## src/rtl/masked_coeff_unmasker.sv

```systemverilog
`timescale 1ns/1ps
// Recombines 2-share arithmetic-masked coefficients (mod 2^24) into unmasked 12-bit coefficients mod q,
// range-checks them and streams one polynomial per start. Optional share refresh: MASKED_UNMASK_REFRESH_EN.
module masked_coeff_unmasker #(
    parameter int MASKED_REG_SIZE = 24,
    parameter int NUM_COEFFS      = 256,
    parameter int Q_VAL           = 3329
) (
    input  logic                         clk,
    input  logic                         rst_n,
    input  logic                         zeroize,
    input  logic                         start,
    input  logic                         in_valid,
    output logic                         in_ready,
    input  logic [2*MASKED_REG_SIZE-1:0] in_shares,
    input  logic [MASKED_REG_SIZE-1:0]   rnd_24bit,
    output logic                         out_valid,
    input  logic                         out_ready,
    output logic [11:0]                  out_coeff,
    output logic                         out_last,
    output logic                         range_err,
    output logic                         busy,
    output logic                         done
);

    localparam int CNT_W   = $clog2(NUM_COEFFS + 1);
    localparam int COEFF_W = 12;

    typedef enum logic [1:0] {
        ST_IDLE = 2'd0,
        ST_RUN  = 2'd1,
        ST_DONE = 2'd2
    } state_t;

    state_t                     state_q, state_d;
    logic [CNT_W-1:0]           in_cnt_q, in_cnt_d;
    logic [CNT_W-1:0]           out_cnt_q, out_cnt_d;
    logic                       range_err_q, range_err_d;
    logic [COEFF_W-1:0]         fifo_q [2];
    logic [COEFF_W-1:0]         fifo_d [2];
    logic                       wr_ptr_q, wr_ptr_d;
    logic                       rd_ptr_q, rd_ptr_d;
    logic [1:0]                 fifo_cnt_q, fifo_cnt_d;

    logic [MASKED_REG_SIZE-1:0] y0, y1, sum;
    logic [COEFF_W-1:0]         coeff_w;
    logic                       over, accept, push, pop, fifo_free, run, cnt_ok;

    assign y0 = in_shares[MASKED_REG_SIZE-1:0];
    assign y1 = in_shares[2*MASKED_REG_SIZE-1:MASKED_REG_SIZE];

`ifdef MASKED_UNMASK_REFRESH_EN
    logic                       ref_vld_q, ref_vld_d;
    logic [MASKED_REG_SIZE-1:0] ref_y0_q, ref_y0_d;
    logic [MASKED_REG_SIZE-1:0] ref_y1_q, ref_y1_d;
    logic                       ref_free;
`else
    logic                       unused_rnd;
    assign unused_rnd = ^rnd_24bit;
`endif

    assign run       = (state_q == ST_RUN);
    assign cnt_ok    = (in_cnt_q < CNT_W'(NUM_COEFFS));
    assign out_valid = (fifo_cnt_q != 2'd0);
    assign pop       = out_valid & out_ready;
    // A full FIFO still frees a slot this cycle when the head is being taken.
    assign fifo_free = (fifo_cnt_q != 2'd2) | out_ready;

`ifdef MASKED_UNMASK_REFRESH_EN
    assign ref_free  = ~ref_vld_q | fifo_free;
    assign in_ready  = run & cnt_ok & ref_free;
    assign push      = ref_vld_q & fifo_free;
    assign sum       = ref_y0_q + ref_y1_q;
`else
    assign in_ready  = run & cnt_ok & fifo_free;
    assign push      = accept;
    assign sum       = y0 + y1;
`endif

    // The recombined sum is only ever captured in the FIFO storage, clamped to 0 when out of range.
    assign accept  = in_valid & in_ready;
    assign over    = (sum >= MASKED_REG_SIZE'(Q_VAL));
    assign coeff_w = over ? '0 : sum[COEFF_W-1:0];

    // NOTE: every always_comb output gets a default first, otherwise an unassigned path infers a latch.
    always_comb begin
        state_d = state_q;
        case (state_q)
            ST_IDLE: if (start) state_d = ST_RUN;
            ST_RUN:  if (pop && (out_cnt_q == CNT_W'(NUM_COEFFS - 1))) state_d = ST_DONE;
            ST_DONE: state_d = ST_IDLE;
            default: state_d = ST_IDLE;
        endcase
        if (zeroize) state_d = ST_IDLE;
    end

    always_comb begin
        in_cnt_d    = in_cnt_q;
        out_cnt_d   = out_cnt_q;
        range_err_d = range_err_q;
        fifo_d      = fifo_q;
        wr_ptr_d    = wr_ptr_q;
        rd_ptr_d    = rd_ptr_q;
        fifo_cnt_d  = fifo_cnt_q;
`ifdef MASKED_UNMASK_REFRESH_EN
        ref_vld_d   = ref_vld_q;
        ref_y0_d    = ref_y0_q;
        ref_y1_d    = ref_y1_q;
`endif

        if ((state_q == ST_IDLE) && start) begin
            in_cnt_d    = '0;
            out_cnt_d   = '0;
            range_err_d = 1'b0;
        end
        if (accept) in_cnt_d = in_cnt_q + CNT_W'(1);
        if (pop) begin
            out_cnt_d = out_cnt_q + CNT_W'(1);
            rd_ptr_d  = ~rd_ptr_q;
        end
        if (push) begin
            fifo_d[wr_ptr_q] = coeff_w;
            wr_ptr_d         = ~wr_ptr_q;
            if (over) range_err_d = 1'b1;
        end
        case ({push, pop})
            2'b10:   fifo_cnt_d = fifo_cnt_q + 2'd1;
            2'b01:   fifo_cnt_d = fifo_cnt_q - 2'd1;
            default: fifo_cnt_d = fifo_cnt_q;
        endcase

`ifdef MASKED_UNMASK_REFRESH_EN
        // Re-randomise the share split before the shares are ever added together.
        if (accept) begin
            ref_vld_d = 1'b1;
            ref_y0_d  = y0 + rnd_24bit;
            ref_y1_d  = y1 - rnd_24bit;
        end else if (push) begin
            ref_vld_d = 1'b0;
        end
`endif

        if (zeroize) begin
            in_cnt_d    = '0;
            out_cnt_d   = '0;
            range_err_d = 1'b0;
            fifo_d      = '{default: '0};
            wr_ptr_d    = 1'b0;
            rd_ptr_d    = 1'b0;
            fifo_cnt_d  = 2'd0;
`ifdef MASKED_UNMASK_REFRESH_EN
            ref_vld_d   = 1'b0;
            ref_y0_d    = '0;
            ref_y1_d    = '0;
`endif
        end
    end

    // NOTE: sequential state uses non-blocking assignments so all registers update from pre-edge values.
    always_ff @(posedge clk or negedge rst_n) begin
        if (!rst_n) state_q <= ST_IDLE;
        else        state_q <= state_d;
    end

    always_ff @(posedge clk or negedge rst_n) begin
        if (!rst_n) begin
            in_cnt_q    <= '0;
            out_cnt_q   <= '0;
            range_err_q <= 1'b0;
            // NOTE: the FIFO storage is reset as well because it holds unmasked secret data.
            fifo_q      <= '{default: '0};
            wr_ptr_q    <= 1'b0;
            rd_ptr_q    <= 1'b0;
            fifo_cnt_q  <= 2'd0;
`ifdef MASKED_UNMASK_REFRESH_EN
            ref_vld_q   <= 1'b0;
            ref_y0_q    <= '0;
            ref_y1_q    <= '0;
`endif
        end else begin
            in_cnt_q    <= in_cnt_d;
            out_cnt_q   <= out_cnt_d;
            range_err_q <= range_err_d;
            fifo_q      <= fifo_d;
            wr_ptr_q    <= wr_ptr_d;
            rd_ptr_q    <= rd_ptr_d;
            fifo_cnt_q  <= fifo_cnt_d;
`ifdef MASKED_UNMASK_REFRESH_EN
            ref_vld_q   <= ref_vld_d;
            ref_y0_q    <= ref_y0_d;
            ref_y1_q    <= ref_y1_d;
`endif
        end
    end

    assign out_coeff = out_valid ? fifo_q[rd_ptr_q] : '0;
    assign out_last  = out_valid & (out_cnt_q == CNT_W'(NUM_COEFFS - 1));
    assign range_err = range_err_q;
    assign busy      = (state_q != ST_IDLE);
    assign done      = (state_q == ST_DONE);

endmodule

```

## config.mk

```make
export PLATFORM = sky130hd
export DESIGN_NAME = masked_coeff_unmasker
export DESIGN_NICKNAME = d
export VERILOG_FILES = /design/src/rtl/masked_coeff_unmasker.sv
export SDC_FILE = /design/constraint.sdc
export NUM_CORES = 1
export LEC_CHECK = 0
export ABC_AREA = 1
export CAP_MARGIN = 0
export CORE_ASPECT_RATIO = 0.7
export CORE_MARGIN = 2
export CORE_UTILIZATION = 25
export CTS_CLUSTER_SIZE = 28
export DETAILED_ROUTE_END_ITERATION = 16
export PLACE_DENSITY = 0.55
export SYNTH_ARGS = -nofsm -noshare
export SYNTH_HDL_FRONTEND = slang
export SYNTH_SLANG_ARGS = --single-unit
```

## constraint.sdc

```tcl
create_clock -name clk -period 4.35 [get_ports clk]
set_input_delay 1.0875 -clock clk [delete_from_list [all_inputs] [get_ports clk]]
set_output_delay 1.0875 -clock clk [all_outputs]
set_load 0.02 [all_outputs]
```

# ---- Word-level counts from Yosys, hierarchy flattened
# Cells that the tools add are included.
dict set report classes {
  add_sub_neg 5
  eq_ne 8
  n_bitwise 10
  n_reduce_logical 12
  muxes 29
  n_lt_le_gt_ge 5
}
# op n
set ops {}
lappend ops {{$mux W12} 6}
lappend ops {{$mux W24} 2}
lappend ops {{$mux W9} 5}
lappend ops {{$add A24 B24 Y24} 1}
lappend ops {{$bwmux W24} 1}
lappend ops {{$ge A24 B12 Y1 const B} 1}
lappend ops {{$add A9 B1 Y9 const B} 2}
lappend ops {{$demux W12 S1} 1}
lappend ops {{$eq A9 B8 Y1 const B} 1}
lappend ops {{$lt A9 B9 Y1 const B} 1}
lappend ops {{$reduce_bool A3 Y1} 3}
lappend ops {{$mux W1} 8}
lappend ops {{$mux W2} 4}
lappend ops {{$pmux W2 S2} 2}
lappend ops {{$reduce_bool A2 Y1} 4}
lappend ops {{$and A1 B1 Y1} 5}
lappend ops {{$eq A2 B1 Y1 const B} 2}
lappend ops {{$eq A2 B2 Y1 const B} 2}
lappend ops {{$ge A2 B2 Y1 const B} 2}
lappend ops {{$not A1 Y2} 2}
lappend ops {{$logic_and A1 B1 Y1} 3}
lappend ops {{$ne A3 B2 Y1 const B} 1}
lappend ops {{$ne A3 B3 Y1 const B} 1}
lappend ops {{$add A2 B1 Y2 const B} 1}
lappend ops {{7 further kinds} 8}
dict set report word_totals {
  word_cells 78
  out_inout_bits 18
  reg_bits 49
  input_bits 78
}

# ---- Longest topological paths before layout
dict set report depth {
  word_depth 8
  depth_mapped 18
  depth_no_buf 18
}

# ---- Least setup slack after synthesis
# OpenSTA, ideal clock, no wires.
dict set report synth_path {
  path_kind {input port to flip-flop}
  from {input port in_shares[0]}
  to {register fifo_q[14] in the netlist's numbering}
  stages 18
  path_buffers 1
  setup_time_ns 0.066
  t_required_ns 4.284
  t_arrival_ns 2.940
  setup_slack_ns 1.344
  cell_sequence {ha_1 -> fa_1 -> nand2_1 -> nand2_1 -> nand3b_1 -> nand2_1 -> nand2_1 -> nand2_1 -> nand2_1 -> nand2_1 -> nor2_1 -> nand2_1 -> nor2_2 -> nand2_2 -> nor2_4 -> buf_6 -> nand4_1 -> nand2_1}
}
dict set report synth_between {
  elab_chain_cells 6
}
# element line_no
set synth_rtl {}
lappend synth_rtl {{start, declared} 15} ;# input logic [2*MASKED_REG_SIZE-1:0] in_shares,
lappend synth_rtl {{$add A24 B24 Y24 *} 77} ;# assign sum = y0 + y1;
lappend synth_rtl {{$ge A24 B12 Y1} 82} ;# assign over = (sum >= MASKED_REG_SIZE'(Q_VAL));
lappend synth_rtl {{$mux W12 *} 83} ;# assign coeff_w = over ? '0 : sum[COEFF_W-1:0];
lappend synth_rtl {{$bwmux W24 *} 122} ;# fifo_d[wr_ptr_q] = coeff_w;
lappend synth_rtl {{$mux W24 *} 121} ;# if (push) begin
lappend synth_rtl {{$mux W24 *} 143} ;# if (zeroize) begin
lappend synth_rtl {{end signal, assigned} 184} ;# fifo_q <= fifo_d;
lappend synth_rtl {{end, declared} 39} ;# logic [COEFF_W-1:0] fifo_q [2];
# Every way passes the cells marked *; elsewhere a longest branch is shown, timed or not. The select of a mux whose other input is x is not followed.
# A chain may end at the register's enable or synchronous reset.

# ---- Worst setup path in the final report
dict set report layout_path {
  from {input port in_shares[0]}
  to {register range_err_q, in the netlist range_err}
}
dict set report layout_between {
  elab_chain_cells 5
}
# element line_no
set layout_rtl {}
lappend layout_rtl {{$add A24 B24 Y24} 77}
lappend layout_rtl {{$ge A24 B12 Y1} 82}
lappend layout_rtl {{$mux W1} 124} ;# if (over) range_err_d = 1'b1;
lappend layout_rtl {{$mux W1} 121}
lappend layout_rtl {{$mux W1} 143}
lappend layout_rtl {{via range_err_d} 38} ;# logic range_err_q, range_err_d;
lappend layout_rtl {{end signal, assigned} 183} ;# range_err_q <= range_err_d;
lappend layout_rtl {{end, declared} 38}
# The timed path passes the listed nets, and every way through them passes these cells.

==> metrics.txt <==
Post-synth top cells=217 x nand2_1, 77 x inv_1, 49 x dfrtp_1, 38 x a21oi_1, 38 x nor2_1; number of global-route vias before repair=between 3000 and 4000; area grow syn2layout=26.85%; sequential share of power=roughly 34%; clk_lat worst skew=just under 300 ps; WL/cell=roughly 12 um; die width=approximately 160 um; final core utilization=between 30% and 40%; largest cells by area after synthesis=dfrtp_1 30%, nand2_1 20%, ha_1 8.0%; GPL Wtd Cong=roughly 0.84; vias per cell=about 4.4; Starting Density=25.33%; Synth Area per Inst=between 6 and 7 sq um; total of max-cap violations=0; Post-CTS Hold Fix Bufs=0; minimum clock period=between 3000 and 4000 ps; reg2reg start=state_q[1]$_DFFE_PN0P_; VDD IR-drop max=between 100 and 150 uV; CP max FO=25; cell at the slowest stage of the critical path=fa_1; core area=16150 sq um; CTS Sinks=49; Post-synth EDFFs=0; pwr dens=a little under 300 nW/um^2; top-count cell post-synth=nand2_1; Worst setup EP type=register; synth warn=0; pre-CTS setup slack=between 400 and 500 ps; WS Path Type=primary input to register; placed instance count=roughly 920; Rows=39; Mapped Cells=~630; die area=between 15000 and 20000 sq um; worst clock skew=7.409 ps; sequential element share of the synthesized area=between 20% and 30%; Mapped Area=a little over 4000 sq um; CTS H-tree depth=2; fin. max-slew vios=0; Comb power frac=41.0%; postcts setup bufs=0; first-pass GRT wire length=between 15 and 20 mm; min-delay src=fifo_q[0]$_DFFE_PN0P_; Synth top area share=around 30%; Hold WC Path Type=register to register; antenna cell count=0; Layout Nets=between 800 and 900; worst-margin pin slew=between 1000 and 1500 ps; sw frac=between 30 and 40%; critical path's most frequent cell=nand2_1; Fillers=between 1500 and 2000; DP HPWL=between 8 and 9 mm; Remaining DRCs=0; clock share of power=approximately a quarter; unrepaired setup endpoints after global routing=no; Max stage delay on crit path=about 440 ps; cell internal pwr=0.9278 mW; Async SR Flop Fraction=between 90% and 100%; drt pass-1 iters=7; CP Cell Sequence=clkdlybuf4s50_1, ha_1, fa_1, nand2_1, nand2_1, nand3b_1, nand2_1, nand2_1, nand2_1, nand2_1, nand2_1, nor2_1, nand2_1, nor2_2, nand2_2, nor2_4, buf_4, nand2_1, nand2_1, nand2_1; total number of vias=approximately 4100; layout cells sized above 1=approximately 7%; drt total wl=roughly 11 mm; clock slew at reported path FFs=roughly 60 ps; clk buf depth=2; Worst setup SP type=primary input; drt initial violations=roughly 240; setup tns final=0 ps; GRT overflow=0; Worst EP required=roughly 4500 ps; Yosys reg bits=49; NetSw=0.6121 mW; Die H=between 100 and 150 um; net count after synthesis=730; CTS tree=yes; setup ws final=approximately 700 ps; Synth cell types=34; Yosys top cell by area=dfrtp_1; Synth Flop Type=dfrtp_1; root buf cell=clkbuf_16; post-CTS sizing=0; worst path arrival time=3830 ps; count of input and output buffers=between 70 and 80; status=complete, no violations; Slew Limit Headroom=between 20% and 30%; CP Launch Point=in_shares[0]; I/O pin count=96; final setup vio count=0; Tcrit/Tclk final=a little over four fifths; pin count of the biggest net entering global routing=32; Total Routing Usage GR=between 10% and 20%; antenna violations before repair=0; Leak Pwr=~2.5 nW; Max Fclk=about 0.27 GHz; antenna-violating nets left=0; Post-Layout Cell Count=923; CTS Buf Count=5; final hold vios=0
cell usage in the layout (no fill, tap or decap), types with 20 or more instances in the layout:
cell type        Yosys  routed
a21oi_1             38      38
nor2_1              38      38
nand4_1             31      31
dfrtp_1             49      49
clkdlybuf4s50_1      0      70
o21ai_0             22      20
ha_1                26      26
nand2_1            217     217
nand3_1             33      33
inv_1               77      77
power by group through the flow:
stage / Sequential, mW / Combinational (mW) / Clock [mW]
finish: 0.521 / 0.632 / 0.387
global route: 0.527 / 0.709 / 0.416
CTS: 0.521 / 0.636 / 0.393
detailed placement: 0.529 / 0.634 / 0
global placement: 0.529 / 0.631 / 0
floorplan: 0.517 / 0.417 / 0
worst max-delay path, delay by kind of cell:
family / cells / cell delay, ps
adder cells (fa/ha/maj): 2 / 700
buffers and inverters: 2 / 680
AND/OR/NAND/NOR: 16 / 1350
cells by family (layout without fill, tap and decap cells):
| kind of cell | Yosys count | count (layout) | share of synthesized area (%) |
|---|---|---|---|
| AND/OR/NAND/NOR | 359 | 359 | 38.69 |
| buffers and inverters | 101 | 174 | 10.03 |
| AO/OA/AOI/OAI | 78 | 78 | 10.46 |
| flip-flops | 49 | 49 | 29.97 |
| adder cells (fa/ha/maj) | 27 | 27 | 8.440 |
| XOR/XNOR | 10 | 10 | 2.141 |
| multiplexers | 1 | 1 | 0.2752 |
routing by layer:
layer  part of all wire (%)  track usage (%)  vias to the layer above
met5                      0                0                        -
met3                    4.9            2.385                        4
met1                     57            21.89                     1809
li1                       -                -                     2186
met4                   0.34            1.651                        0
met2                     37            17.84                       88
worst paths after layout:
| check | endpoint | slack, ps | cells past startpoint |
|---|---|---|---|
| worst max-delay path | range_err$_DFF_PN0_ | 700 | 20 |
| worst min-delay path | fifo_q[0]$_DFFE_PN0P_ | 480 | 2 |
| worst max register to register | fifo_q[22]$_DFFE_PN0P_ | 2400 | 10 |
| worst min register to register | fifo_q[0]$_DFFE_PN0P_ | 480 | 2 |
| max in group asynchronous | fifo_q[16]$_DFFE_PN0P_ | 2840 | 2 |
| min in group asynchronous | out_cnt_q[0]$_DFFE_PN0P_ | 730 | 1 |
area by class of cell:
type / count / area, sq um / area share (%)
Clock buffer: 6 / 128.9 / 2.483
Inverter: 89 / 334.1 / 6.437
Multi-Input combinational cell: 475 / 2455 / 47.30
Clock inverter: 2 / 13.76 / 0.2652
Sequential cell: 49 / 1226 / 23.63
Timing Repair Buffer: 77 / 750.7 / 14.46
Tap cell: 225 / 281.5 / 5.424
per-stage QoR:
| step | hold WS, ps | cell area (sq um) | power [mW] |
|---|---|---|---|
| floorplan | 449.3 | 4091 | 0.9347 |
| finish | 479.0 | 5190 | 1.540 |
| global route | 501.4 | 5190 | 1.652 |
| detailed placement | 466.6 | 5047 | 1.163 |
| global placement | 466.3 | 5047 | 1.160 |
| CTS | 484.6 | 5190 | 1.550 |
state kept, by name, indices dropped and copies added (netlist names):
| signal | flops |
|---|---|
| in_cnt_q | 9 |
| rd_ptr_q | 1 |
| wr_ptr_q | 1 |
| fifo_cnt_q | 2 |
| fifo_q | 24 |
| out_cnt_q | 9 |
| state_q | 2 |
| range_err | 1 |
(Power assumes the default switching activity.)
